$ cat config.mk
export PLATFORM = sky130hd
export DESIGN_NAME = fir_l2_serializer
export DESIGN_NICKNAME = d
export VERILOG_FILES = /design/src/rtl/fir_l2_serializer.sv
export SDC_FILE = /design/constraint.sdc
export NUM_CORES = 1
export LEC_CHECK = 0
export CAP_MARGIN = 20
export CORE_ASPECT_RATIO = 1.25
export CORE_MARGIN = 2
export CORE_UTILIZATION = 62
export CTS_CLUSTER_SIZE = 8
export DETAILED_ROUTE_END_ITERATION = 10
export PLACE_DENSITY = 0.84
export RECOVER_POWER = 50
export SYNTH_ARGS = -nofsm -noshare
export SYNTH_HDL_FRONTEND = slang
export SYNTH_SLANG_ARGS = --single-unit
export TNS_END_PERCENT = 1
$ cat constraint.sdc
create_clock -name clk -period 9 [get_ports clk]
set_clock_uncertainty 0.15 [all_clocks]
set_input_delay 0.9 -clock clk [delete_from_list [all_inputs] [get_ports clk]]
set_output_delay 0.9 -clock clk [all_outputs]
set_load 0.02 [all_outputs]
$ cat src/rtl/fir_l2_serializer.sv
// Serializes y(2k), y(2k+1) pairs from the L=2 parallel FIR into one sample per clock.
// A small pair FIFO absorbs bursts. The output stage emits the even sample, then the odd one.
module fir_l2_serializer #(
    parameter int DATA_WIDTH = 64,
    parameter int FIFO_DEPTH = 4
) (
    input  logic                          clk,
    input  logic                          reset,
    input  logic                          in_valid,
    output logic                          in_ready,
    input  logic [DATA_WIDTH-1:0]         in_y0,
    input  logic [DATA_WIDTH-1:0]         in_y1,
    output logic                          out_valid,
    input  logic                          out_ready,
    output logic [DATA_WIDTH-1:0]         data_out,
    output logic                          out_odd,
    output logic [$clog2(FIFO_DEPTH):0]   fifo_count
);
    localparam int PW = $clog2(FIFO_DEPTH);
    localparam int CW = PW + 1;
    localparam logic [CW-1:0] DEPTH_C = CW'(FIFO_DEPTH);

    localparam logic [1:0] S_IDLE = 2'd0;
    localparam logic [1:0] S_EVEN = 2'd1;
    localparam logic [1:0] S_ODD  = 2'd2;

    logic [1:0]              state;
    logic [2*DATA_WIDTH-1:0] mem [FIFO_DEPTH];
    logic [2*DATA_WIDTH-1:0] head;
    logic [PW-1:0]           wr_ptr;
    logic [PW-1:0]           rd_ptr;
    logic [DATA_WIDTH-1:0]   y1_hold;
    logic                    push;
    logic                    advance;
    logic                    pop;
    logic [CW-1:0]           count_nxt;

    // The output stage only pulls from the registered count, so a pair pushed
    // at this edge cannot be popped until the next one.
    assign push      = in_valid && in_ready;
    assign advance   = (state == S_IDLE) || ((state == S_ODD) && out_ready);
    assign pop       = advance && (fifo_count != '0);
    assign count_nxt = fifo_count + CW'(push) - CW'(pop);
    assign head      = mem[rd_ptr];

    always_ff @(posedge clk) begin
        if (push)
            mem[wr_ptr] <= {in_y1, in_y0};
    end

    always_ff @(posedge clk or posedge reset) begin
        if (reset) begin
            wr_ptr     <= '0;
            rd_ptr     <= '0;
            fifo_count <= '0;
            in_ready   <= 1'b0;
        end else begin
            if (push)
                wr_ptr <= wr_ptr + PW'(1);
            if (pop)
                rd_ptr <= rd_ptr + PW'(1);
            fifo_count <= count_nxt;
            in_ready   <= (count_nxt < DEPTH_C);
        end
    end

    // A pop loads y0 straight to the output and parks y1 for the next beat.
    always_ff @(posedge clk or posedge reset) begin
        if (reset) begin
            state     <= S_IDLE;
            out_valid <= 1'b0;
            out_odd   <= 1'b0;
            data_out  <= '0;
            y1_hold   <= '0;
        end else if (pop) begin
            state     <= S_EVEN;
            out_valid <= 1'b1;
            out_odd   <= 1'b0;
            data_out  <= head[DATA_WIDTH-1:0];
            y1_hold   <= head[2*DATA_WIDTH-1:DATA_WIDTH];
        end else if ((state == S_EVEN) && out_ready) begin
            state    <= S_ODD;
            out_odd  <= 1'b1;
            data_out <= y1_hold;
        end else if ((state == S_ODD) && out_ready) begin
            state     <= S_IDLE;
            out_valid <= 1'b0;
            out_odd   <= 1'b0;
        end else if ((state != S_IDLE) && (state != S_EVEN) && (state != S_ODD)) begin
            state     <= S_IDLE;
            out_valid <= 1'b0;
            out_odd   <= 1'b0;
        end
    end

endmodule

-- Word-level counts from Yosys, hierarchy flattened
Memories as Yosys holds them, arrays and structs flattened.
Index checks and enable logic that the tools add are counted.
- register bits after elaboration: 140
- RAM bits: 512
- bits of input ports: 132
- output and inout port bits: 70
- logic and storage cells: 48
- memories kept: 1
- add/subtract/negate cells: 4
- magnitude comparators: 1
- eq/ne operators: 5
- mux-type cells: 14
- reductions and logical operators: 14
- memories (name ; depth ; bits a word ; read ports ; clocked after memory_dff ; wr ports ; RTL line ; text):
    mem ; 4 ; 128 ; 1 ; 0 ; 1 ; 28 ; logic [2*DATA_WIDTH-1:0] mem [FIFO_DEPTH];
- operators with widths (operator ; number):
    $mux 64 ; 2
    $mux 1 ; 8
    $mux 2 ; 4
    $logic_and 1x1->1 ; 6
    $reduce_bool 3->1 ; 2
    $add 2x1->2 const B ; 2
    $ne 2x2->1 const B ; 2
    $reduce_bool 2->1 ; 2
    $reduce_bool 4->1 ; 1
    $add 3x1->3 ; 1
    $lt 3x3->1 const B ; 1
    $sub 3x1->3 ; 1
    $eq 2x1->1 const B ; 1
    $eq 2x2->1 const B ; 1
    $logic_not 2->1 ; 1
    $ne 2x1->1 const B ; 1
    $reduce_and 2->1 ; 1
    $logic_or 1x1->1 ; 1

-- Logic depth before layout (Yosys ltp)
- word-level depth: 7
- depth in mapped cells: 10
- depth with buffers taken out: 8

-- Worst setup path after synthesis
OpenSTA, ideal clock, no wires.
- kind: input port to flip-flop
- start point: input in_valid
- end point: memory mem[0][0] (netlist name), enable pin
- library setup time: 0.503 ns
- data arrival time: 3.900 ns
- data required time: 8.347 ns
- path slack: 4.447 ns
- stages on the path: 1
- path buffers: 0
- cells stage by stage: and3_1
- longest elaborated chain between the ends: 3
- RTL lines (item ; RTL line ; text):
    start: declaration ; 9 ; input logic in_valid,
    $logic_and 1x1->1 ; 40 ; assign push = in_valid && in_ready;
    $mux 1 ; 47 ; if (push)
    $mux 1 (not written as such) ; 48 ; mem[wr_ptr] <= {in_y1, in_y0};
    end: declaration ; 28 ;
Every way passes these cells.

-- Worst setup path in the final report
- start point: input in_valid
- end point: memory mem[1][80] (netlist name), enable pin
Same word-level chain as after synthesis.

==> impl_metrics.json <==
{
  "r2r_start": "wr_ptr[1]$_DFFE_PP0P_",
  "clkTransAtPathRegs_ns": 0.05,
  "drc": 0,
  "via_per_inst": 6.048,
  "cts_root_buf": "clkbuf_16",
  "post-route-period-util_pct": 55.34,
  "syn_inst": 1056,
  "layout_commonest_cell": "edfxtp_1",
  "yosys.area.top_type": "edfxtp_1",
  "synth.distinct_cells": 26,
  "finalSetupViolations": 0,
  "synth_edf_count": 512,
  "tritoncts": "built",
  "cp_data_arrival_time_ns": 5.05,
  "area_growth_pct": 21.04,
  "wire_per_inst_um": 25.75,
  "synthArstFlopShare_pct": 21.35,
  "die_h_um": 226.3,
  "cts_buffers": 91,
  "drv_cap": 5,
  "cp-start-kind": "primary input",
  "multi_input_area_um2": 5288,
  "nFillCells": 1987,
  "cts-hold-fix-buffers": 0,
  "synth_area_um2": 24500,
  "ys_ff_latch": 651,
  "synth_flop_cell": "edfxtp_1",
  "grt_pass1_vias": 12900,
  "io_pins": 202,
  "clock-sinks": 651,
  "slew_headroom_pct": -189.9,
  "wirelength_mm": 48.75,
  "hold_viol": 0,
  "layout_min_cycle_time_ns": 4.981,
  "ys_top_cells_by_area": "edfxtp_1 63%, dfrtp_1 14%, mux4_2 12%",
  "die_area_um2": 41140,
  "rows": 81,
  "rrSetupSlack_ns": 4.29,
  "postPlaceCellArea_um2": 26950,
  "cts_setup_buffers": 0,
  "ys_seq_area_share_pct": 76.94,
  "dr.pass1.iters": 4,
  "cts.path.max_buffers": 3,
  "drive_gt1_share_pct": 28.03,
  "synth.net_count": 1194,
  "worstReg2RegEnd": "mem[1][80]$_DFFE_PP_",
  "max_freq_ghz": 0.2008,
  "grt_pass1_wl_mm": 74.42,
  "critPathKind": "in -> reg",
  "seq_area_um2": 18860,
  "ir_drop_mv": 0.5403,
  "final_cell_mix": "512 x edfxtp_1, 144 x mux2_2, 137 x dfrtp_1",
  "final_antenna_net_count": 0,
  "core_um2": 39020,
  "worst-slew-pin-transition_ns": 4.325,
  "min_path_type": "reg -> reg",
  "yosysWarnings": 0,
  "final_area_um2": 29660,
  "final_util_pct": 76.01,
  "synth_top_area_share_pct": 62.75,
  "antenna_found_initial": 17,
  "crit_path_end": "mem[1][80]$_DFFE_PP_",
  "dpl.hpwl_mm": 24.85,
  "start_util_pct": 62.80,
  "place_congestion": 0.7006,
  "instances_no_fill": 1893,
  "crit_path_frequent_cell": "buf_4",
  "max_stage_delay_ns": 2.11,
  "p_per_area_nw_per_um2": 351.7,
  "syn-mean-instance-area_um2": 23.20,
  "grt.overflow.total": 0,
  "critPathLaunch": "in_valid",
  "grt_max_degree": 133,
  "clock_latency_ns": 0.60,
  "violations": "max-capacitance violations, max-slew violations",
  "grt.total_usage_pct": 24.60,
  "end_kind": "flip-flop",
  "io_buffers": 201,
  "slew_viol_final": 302,
  "status": "complete, but fails checks",
  "drt_iter0_drc": 893,
  "reg2regPathDepth": 5,
  "slowest_stage": "and3_1",
  "place_inst": 1718,
  "vias": 11449,
  "crit_chain": "dlygate4sd3_1 > and3_1 > buf_4 > buf_4",
  "die_w_um": 181.8,
  "required_ns": 9.07,
  "layout.nets": 1454,
  "rsz0062_at_grt": "no",
  "cts-htree-levels": 3,
  "worstPathMaxFanout": 54,
  "p_leak_nw": 10.17,
  "fin_setup_tns_ns": 0,
  "cts-resized-gates": 0
}
==> critical path, delay by kind of cell <==
kind	cells	cell delay (ns)
buffers and inverters	3	1.97
AND/OR/NAND/NOR	1	2.11
==> stage by stage <==
step                      hold WS (ns)  setup WS [ns]  total power [mW]
after detailed placement        0.3248          4.899             7.310
final                           0.3426          4.019             10.43
after floorplan                 0.3232          4.225             6.451
after global placement          0.3147          4.941             7.201
after CTS                       0.3458          5.521             10.52
after global routing            0.3663          3.634             10.88
==> cells in the mapped netlist (4+ instances only) <==
| library cell | n |
|---|---|
| buf_6 | 13 |
| edfxtp_1 | 512 |
| mux2_2 | 144 |
| dfrtp_1 | 139 |
| mux2_1 | 49 |
| clkbuf_1 | 5 |
| buf_1 | 9 |
| ha_1 | 5 |
| xnor2_1 | 4 |
| and3_1 | 4 |
| mux4_2 | 128 |
| buf_4 | 8 |
| inv_1 | 6 |
| buf_2 | 15 |
==> per-layer routing <==
metal	vias to the layer above	routed length (um)	share of wire, %	global-route usage (%)
li1	4857	-	-	-
met1	6033	18580	38	30.56
met2	436	25600	53	42.21
met3	109	2903	6.0	5.300
met4	14	1576	3.2	11.04
met5	-	92	0.19	0
==> report_power, final <==
part | internal (mW) | switching [mW]
Clock | 1.95 | 1.18
Combinational | 1.59 | 1.33
Sequential | 3.99 | 0.396
Total | 7.52 | 2.91
==> final cells by class <==
cell class	count	area share, %
sequential	651	63.59
multi-input combinational	349	17.83
antenna	7	0.05906
clock buffer	163	8.876
tap	498	2.101
timing repair buffer	217	7.408
inverter	6	0.08016
clock inverter	2	0.05484
==> flip-flops by register name, indices dropped and copies added, names as in the netlist, 2 cells and up <==
| signal | cells |
|---|---|
| mem | 512 |
| fifo_count | 3 |
| wr_ptr | 2 |
| y1_hold | 64 |
| data_out | 64 |
| rd_ptr | 2 |
==> logic make-up (layout without fill, tap and decap cells) <==
group | Yosys count | after routing | synth area share, %
buffers and inverters | 56 | 388 | 1.455
flip-flops | 651 | 651 | 76.94
adder cells (fa/ha/maj) | 6 | 6 | 0.3370
AND/OR/NAND/NOR | 13 | 13 | 0.3422
multiplexers | 321 | 321 | 20.64
other | 0 | 7 | 0
AO/OA/AOI/OAI | 3 | 3 | 0.07150
XOR/XNOR | 6 | 6 | 0.2145
==> how the worst min path moves through the flow <==
stage / endpoint / cells after the start / start
global route: out_valid$_DFFE_PP0P_ / 1 / out_valid$_DFFE_PP0P_
global placement: out_valid$_DFFE_PP0P_ / 1 / out_valid$_DFFE_PP0P_
detailed placement: out_valid$_DFFE_PP0P_ / 1 / out_valid$_DFFE_PP0P_
finish: out_valid$_DFFE_PP0P_ / 1 / out_valid$_DFFE_PP0P_
floorplan: y1_hold[10]$_DFFE_PP0P_ / 1 / y1_hold[10]$_DFFE_PP0P_
CTS: out_valid$_DFFE_PP0P_ / 1 / out_valid$_DFFE_PP0P_
No activity file was read; power rests on OpenSTA's default activity.
